File: src/rtl/multiword_add_seq_pkg.sv
// Shared types and constants for the multi-limb add/subtract sequencer.
//   LIMB_W    : width of one limb (the adder width)
//   WORDS_MAX : largest supported limb count per operand
//   limb_t    : one limb
//   idx_t     : beat index, wide enough for WORDS_MAX beats
//   beat_t    : one registered result beat
package multiword_add_seq_pkg;
  localparam int LIMB_W    = 8;
  localparam int WORDS_MAX = 16;

  typedef logic [LIMB_W-1:0]            limb_t;
  typedef logic [$clog2(WORDS_MAX)-1:0] idx_t;

  typedef struct packed {
    limb_t sum;
    logic  last;
    logic  cout;
    logic  ovf;
  } beat_t;
endpackage

File: src/rtl/multiword_add_seq_if.sv
// Limb stream interface for multiword_add_seq.
//   in_*  : operand limb pair (valid/ready), in_sub = mode on first limb
//   out_* : result limb (valid/ready) with last/cout/ovf flags
// master = producer/consumer side (bench), slave = sequencer side.
interface multiword_add_seq_if;
  import multiword_add_seq_pkg::*;

  logic  in_valid;
  logic  in_ready;
  limb_t in_a;
  limb_t in_b;
  logic  in_sub;
  logic  out_valid;
  logic  out_ready;
  limb_t out_sum;
  logic  out_last;
  logic  out_cout;
  logic  out_ovf;

  modport master (
    output in_valid, in_a, in_b, in_sub, out_ready,
    input  in_ready, out_valid, out_sum, out_last, out_cout, out_ovf
  );

  modport slave (
    input  in_valid, in_a, in_b, in_sub, out_ready,
    output in_ready, out_valid, out_sum, out_last, out_cout, out_ovf
  );
endinterface

File: src/rtl/multiword_add_seq_adder.sv
// adder_carry8: purely combinational limb adder.
//   a, b : limb operands
//   cin  : carry in
//   sum  : limb result
//   cout : carry out
module adder_carry8
  import multiword_add_seq_pkg::*;
(
  input  limb_t a,
  input  limb_t b,
  input  logic  cin,
  output limb_t sum,
  output logic  cout
);
  assign {cout, sum} = {1'b0, a} + {1'b0, b} + {{LIMB_W{1'b0}}, cin};
endmodule

File: src/rtl/multiword_add_seq.sv
// multiword_add_seq: streams WORDS-limb operands through one limb adder,
// LS limb first, carrying between limbs in a register. Add or subtract,
// chosen on the first limb. Results are registered behind valid/ready.
//   clk, rst : clock, async active-high reset
//   flush    : synchronous abort of the current operation
//   bus      : limb stream interface (slave side)
module multiword_add_seq
  import multiword_add_seq_pkg::*;
#(
  parameter int WORDS = 4
) (
  input logic               clk,
  input logic               rst,
  input logic               flush,
  multiword_add_seq_if.slave bus
);
  localparam idx_t LAST_IDX = idx_t'(WORDS - 1);

  idx_t  idx;
  logic  cq;
  logic  sub_q;
  logic  out_valid;
  beat_t beat_q;

  logic  first, is_last, mode, cin, cout, ovf, accept;
  limb_t b_eff, sum;

  // The first beat takes mode and carry-in straight from in_sub so a
  // subtract becomes A + ~B + 1 without an extra setup cycle.
  always_comb begin
    first   = (idx == '0);
    is_last = (idx == LAST_IDX);
    mode    = first ? bus.in_sub : sub_q;
    cin     = first ? bus.in_sub : cq;
    b_eff   = mode ? ~bus.in_b : bus.in_b;
  end

  adder_carry8 u_add (
    .a    (bus.in_a),
    .b    (b_eff),
    .cin  (cin),
    .sum  (sum),
    .cout (cout)
  );

  // Signed overflow: operand signs agree but result sign differs.
  assign ovf = (bus.in_a[LIMB_W-1] ~^ b_eff[LIMB_W-1]) & (sum[LIMB_W-1] ^ bus.in_a[LIMB_W-1]);

  assign bus.in_ready = !flush & (!out_valid | bus.out_ready);
  assign accept       = bus.in_valid & bus.in_ready;

  always_ff @(posedge clk or posedge rst) begin
    if (rst) begin
      idx       <= '0;
      cq        <= 1'b0;
      sub_q     <= 1'b0;
      out_valid <= 1'b0;
      beat_q    <= '0;
    end else if (flush) begin
      idx       <= '0;
      cq        <= 1'b0;
      sub_q     <= 1'b0;
      out_valid <= 1'b0;
    end else if (accept) begin
      beat_q.sum  <= sum;
      beat_q.last <= is_last;
      beat_q.cout <= is_last & cout;
      beat_q.ovf  <= is_last & ovf;
      out_valid   <= 1'b1;
      if (is_last) begin
        idx   <= '0;
        cq    <= 1'b0;
        sub_q <= 1'b0;
      end else begin
        idx   <= idx + idx_t'(1);
        cq    <= cout;
        sub_q <= mode;
      end
    end else if (bus.out_ready) begin
      out_valid <= 1'b0;
    end
  end

  assign bus.out_valid = out_valid;
  assign bus.out_sum   = beat_q.sum;
  assign bus.out_last  = beat_q.last;
  assign bus.out_cout  = beat_q.cout;
  assign bus.out_ovf   = beat_q.ovf;
endmodule

File: src/flat_wrapper.sv
// flat-port wrapper written by rule: the top's interface ports become plain ports
module multiword_add_seq_flat import multiword_add_seq_pkg::*;
#(
  parameter int WORDS = 4
)
  (clk, rst, flush, bus_in_valid, bus_in_a, bus_in_b, bus_in_sub, bus_out_ready, bus_in_ready, bus_out_valid, bus_out_sum, bus_out_last, bus_out_cout, bus_out_ovf);
  multiword_add_seq_if bus_i ();
  input logic clk;
  input logic rst;
  input logic flush;
  input wire logic [$bits(bus_i.in_valid)-1:0] bus_in_valid;
  input wire logic [$bits(bus_i.in_a)-1:0] bus_in_a;
  input wire logic [$bits(bus_i.in_b)-1:0] bus_in_b;
  input wire logic [$bits(bus_i.in_sub)-1:0] bus_in_sub;
  input wire logic [$bits(bus_i.out_ready)-1:0] bus_out_ready;
  output wire logic [$bits(bus_i.in_ready)-1:0] bus_in_ready;
  output wire logic [$bits(bus_i.out_valid)-1:0] bus_out_valid;
  output wire logic [$bits(bus_i.out_sum)-1:0] bus_out_sum;
  output wire logic [$bits(bus_i.out_last)-1:0] bus_out_last;
  output wire logic [$bits(bus_i.out_cout)-1:0] bus_out_cout;
  output wire logic [$bits(bus_i.out_ovf)-1:0] bus_out_ovf;
  assign bus_i.in_valid = bus_in_valid;
  assign bus_i.in_a = bus_in_a;
  assign bus_i.in_b = bus_in_b;
  assign bus_i.in_sub = bus_in_sub;
  assign bus_i.out_ready = bus_out_ready;
  assign bus_in_ready = bus_i.in_ready;
  assign bus_out_valid = bus_i.out_valid;
  assign bus_out_sum = bus_i.out_sum;
  assign bus_out_last = bus_i.out_last;
  assign bus_out_cout = bus_i.out_cout;
  assign bus_out_ovf = bus_i.out_ovf;
  multiword_add_seq #(.WORDS(WORDS)) u_core (.clk(clk), .rst(rst), .flush(flush), .bus(bus_i));
endmodule
File: config.mk
export PLATFORM = sky130hd
export DESIGN_NAME = multiword_add_seq_flat
export DESIGN_NICKNAME = d
export VERILOG_FILES = /design/src/rtl/multiword_add_seq_pkg.sv /design/src/rtl/multiword_add_seq_if.sv /design/src/rtl/multiword_add_seq_adder.sv /design/src/rtl/multiword_add_seq.sv /design/src/flat_wrapper.sv
export SDC_FILE = /design/constraint.sdc
export NUM_CORES = 1
export LEC_CHECK = 0
export ABC_AREA = 1
export CAP_MARGIN = 40
export CORE_MARGIN = 5
export CORE_UTILIZATION = 52
export CTS_BUF_LIST = sky130_fd_sc_hd__clkbuf_8 sky130_fd_sc_hd__clkbuf_16
export CTS_CLUSTER_SIZE = 10
export DETAILED_ROUTE_END_ITERATION = 16
export PLACE_DENSITY = 0.91
export SLEW_MARGIN = 10
export SYNTH_ARGS = -nofsm -noshare
export SYNTH_HDL_FRONTEND = slang
export SYNTH_HIERARCHICAL = 1
export SYNTH_SLANG_ARGS = --single-unit
File: constraint.sdc
create_clock -name clk -period 7.4 [get_ports clk]
set_clock_uncertainty 0.1 [all_clocks]
set_input_delay 2.22 -clock clk [delete_from_list [all_inputs] [get_ports clk]]
set_output_delay 2.22 -clock clk [all_outputs]
set_load 0.05 [all_outputs]
==> reports/metrics.yaml <==
status: "finished clean"
drc_errors: 0
area_growth_pct: 30.3
synth_top_family_by_area: "simple AND/OR/NAND/NOR gates"
netlist_area_um2: 1380
period_needed_ps: 6020
r2r_start: "u_core/idx[0]"
p_per_area_nw_per_um2: 292
seqPwrFrac_pct: 26.0
fp-row-count: 18
path_cells: "clkdlybuf4s50_1, nor2_2, nor2_2, clkdlybuf4s50_1"
hold_viol: 0
antenna_cells: 0
netlist_instances: 174
rsz0062_at_grt: "false"
drtIter0Drc: 43
htree_levels: 1
grt_max_degree: 19
num-fill-cells: 190
synth-compound-area-share_pct: 6.73
cts_resized: 0
synth_xor_xnor_area_share_pct: 7.64
synth_simple_gate_area_share_pct: 33.6
ir_drop_mv: 0.295
root_buffer: "clkbuf_8"
synthAdderAreaFrac_pct: 11.1
yosys_register_bits: 18
timing_worst_setup_path_type: "input port to output port"
syn_avg_cell_area_um2: 7.90
hold_depth: 2
dp_slack_ps: 1370
min_path_type: "flip-flop to flip-flop"
p_leak_nw: 0.916
p_int_w: 0.000287
worst_slack_ps: 1380
setup_viol: 0
max_stage_delay_ps: 830
wl_per_cell_um: 11.3
drv_cap: 0
dieHeight_um: 61.4
synth_fp_nets: 207
p_switching_w: 0.000235
finalMaxSlewViolations: 0
ff2ff_setup_slack_ps: 4440
core_area_um2: 2500
io_pins: 35
cp-end-kind: "output port"
required_ps: 5080
overflow: 0
wl_um: 2700
cts_hold_buf: 0
grt_pass1_wl_um: 4820
min_from: "u_core/bus.out_sum[0]"
reg2reg_to: "u_core/cq"
pwr-share-clk_pct: 14.8
worst_pin_slew_ps: 667
setup_tns_ps: 0
fin_crit_sh_pct: 81.4
crit_path_start_kind: "input port"
whs_endpoint: "u_core/bus.out_sum[0]"
worstRegToRegCells: 16
io_buffers: 34
clkLatencyLatePin_ps: 250
cts_buffers: 3
dieArea_um2: 3770
fin_nets: 244
die_w_um: 61.4
vias: 1195
arrival_ps: 3700
dr.pass1.iters: 4
grt_usage_pct: 16.6
antenna_found_initial: 0
cts.clk_slew.worst_paths_ps: 60
place_congestion: 0.764
slew_headroom_pct: 55.5
initial_core_util_pct: 55.0
p_sw_share_pct: 45.0
synthMuxAreaShare_pct: 0
ys_warn_count: 6
slowest_stage: "clkdlybuf4s50_1"
hpwl_um: 2200
fmax_ghz: 0.166
seq_area_frac_synth_pct: 32.8
cts_num_sinks: 18
grt_pass1_vias: 1193
cts_tree: "done"
synth_cell_types: 26
vias_per_cell: 4.98
drive_above_1_share_pct: 13.3
clock_path_buffers: 2
postCtsSetupBuffers: 0
crit_fanout: 2
final_antenna_net_count: 0
p_comb_share_pct: 59.2
==> logic make-up after synthesis <==
logic type | count (synthesis)
AOI/OAI and AO/OA | 11
xor gates and xnor gates | 12
adders and majority gates | 11
buffers and inverters | 27
DFF | 18
and+or+nand+nor | 95
==> placed cells by master (no fill, tap or decap), drive strengths merged <==
cell type and n:
a21oi 3, clkbuf 4, clkdlybuf4s50 34, dfrtp 18, fa 2, ha 9
inv 25, nand2 67, nand3 12, nand3b 2, nor2 11, o21ai 4
o22ai 4, or2 3, xnor2 10, xor2 2
==> cells in the mapped netlist (all sizes together) <==
cell	number	area share (%)
o22ai	4	3.6
nor2	11	4.1
nand3b	2	2.0
nand2	67	21
ha	9	8.2
fa	2	2.9
dfrtp	18	33
or2	3	1.7
a21oi	3	1.1
nand3	12	5.1
buf	2	1.2
o21ai	4	2.0
xor2	2	1.3
xnor2	10	6.4
inv	25	7.0
==> power groups by stage <==
stage / Clock, W / Combinational [W] / Sequential (W)
finish: 0.0000775 / 0.000310 / 0.000136
detailed placement: 0 / 0.000310 / 0.000138
global placement: 0 / 0.000304 / 0.000136
global route: 0.0000837 / 0.000342 / 0.000139
floorplan: 0 / 0.000155 / 0.000209
CTS: 0.0000792 / 0.000312 / 0.000136
==> how the worst max path moves through the flow <==
stage	start	to	depth (start not counted)	slack [ps]
floorplan	bus_out_ready	bus_in_ready	2	2350
global placement	bus_out_ready	bus_in_ready	4	1390
detailed placement	bus_out_ready	bus_in_ready	4	1370
CTS	bus_out_ready	bus_in_ready	4	1370
global route	bus_out_ready	bus_in_ready	4	1330
finish	bus_out_ready	bus_in_ready	4	1380
==> registers in the layout (all words and copies together) (netlist names) <==
register,flops
u_core/bus.out_cout,1
u_core/bus.out_last,1
u_core/bus.out_ovf,1
u_core/bus.out_sum,8
u_core/bus.out_valid,1
u_core/cq,1
u_core/idx,4
u_core/sub_q,1
==> through the flow <==
stage | instances | total power, W | instance area, µm² | hold WS (ps) | util (%)
floorplan | 174 | 0.000363 | 1380 | 398 | -
global placement | 236 | 0.000441 | 1740 | 361 | 69.5
detailed placement | 236 | 0.000448 | 1740 | 369 | 69.5
CTS | 240 | 0.000527 | 1790 | 385 | 71.7
global route | 240 | 0.000564 | 1790 | 398 | 71.7
finish | 240 | 0.000523 | 1790 | 380 | 71.7
==> worst max-delay path, delay by kind of cell <==
| family | cells | cell delay [ps] |
|---|---|---|
| and+or+nand+nor | 2 | 180 |
| buffers and inverters | 2 | 1300 |
==> cell type report <==
cell class | count | area (µm²) | area share (%)
Inverter | 25 | 96.3 | 5.38
Timing Repair Buffer | 34 | 340 | 19.0
Multi-Input combinational cell | 129 | 812 | 45.3
Clock buffer | 4 | 55.1 | 3.07
Sequential cell | 18 | 450 | 25.1
Tap cell | 30 | 37.5 | 2.09
==> per-layer routing <==
layer	part of all wire, %	track usage (%)
met5	0	0
met4	0.30	5.76
met3	5.6	1.26
met2	50	29.9
met1	44	21.0
Power figures use the tool's default switching activity.
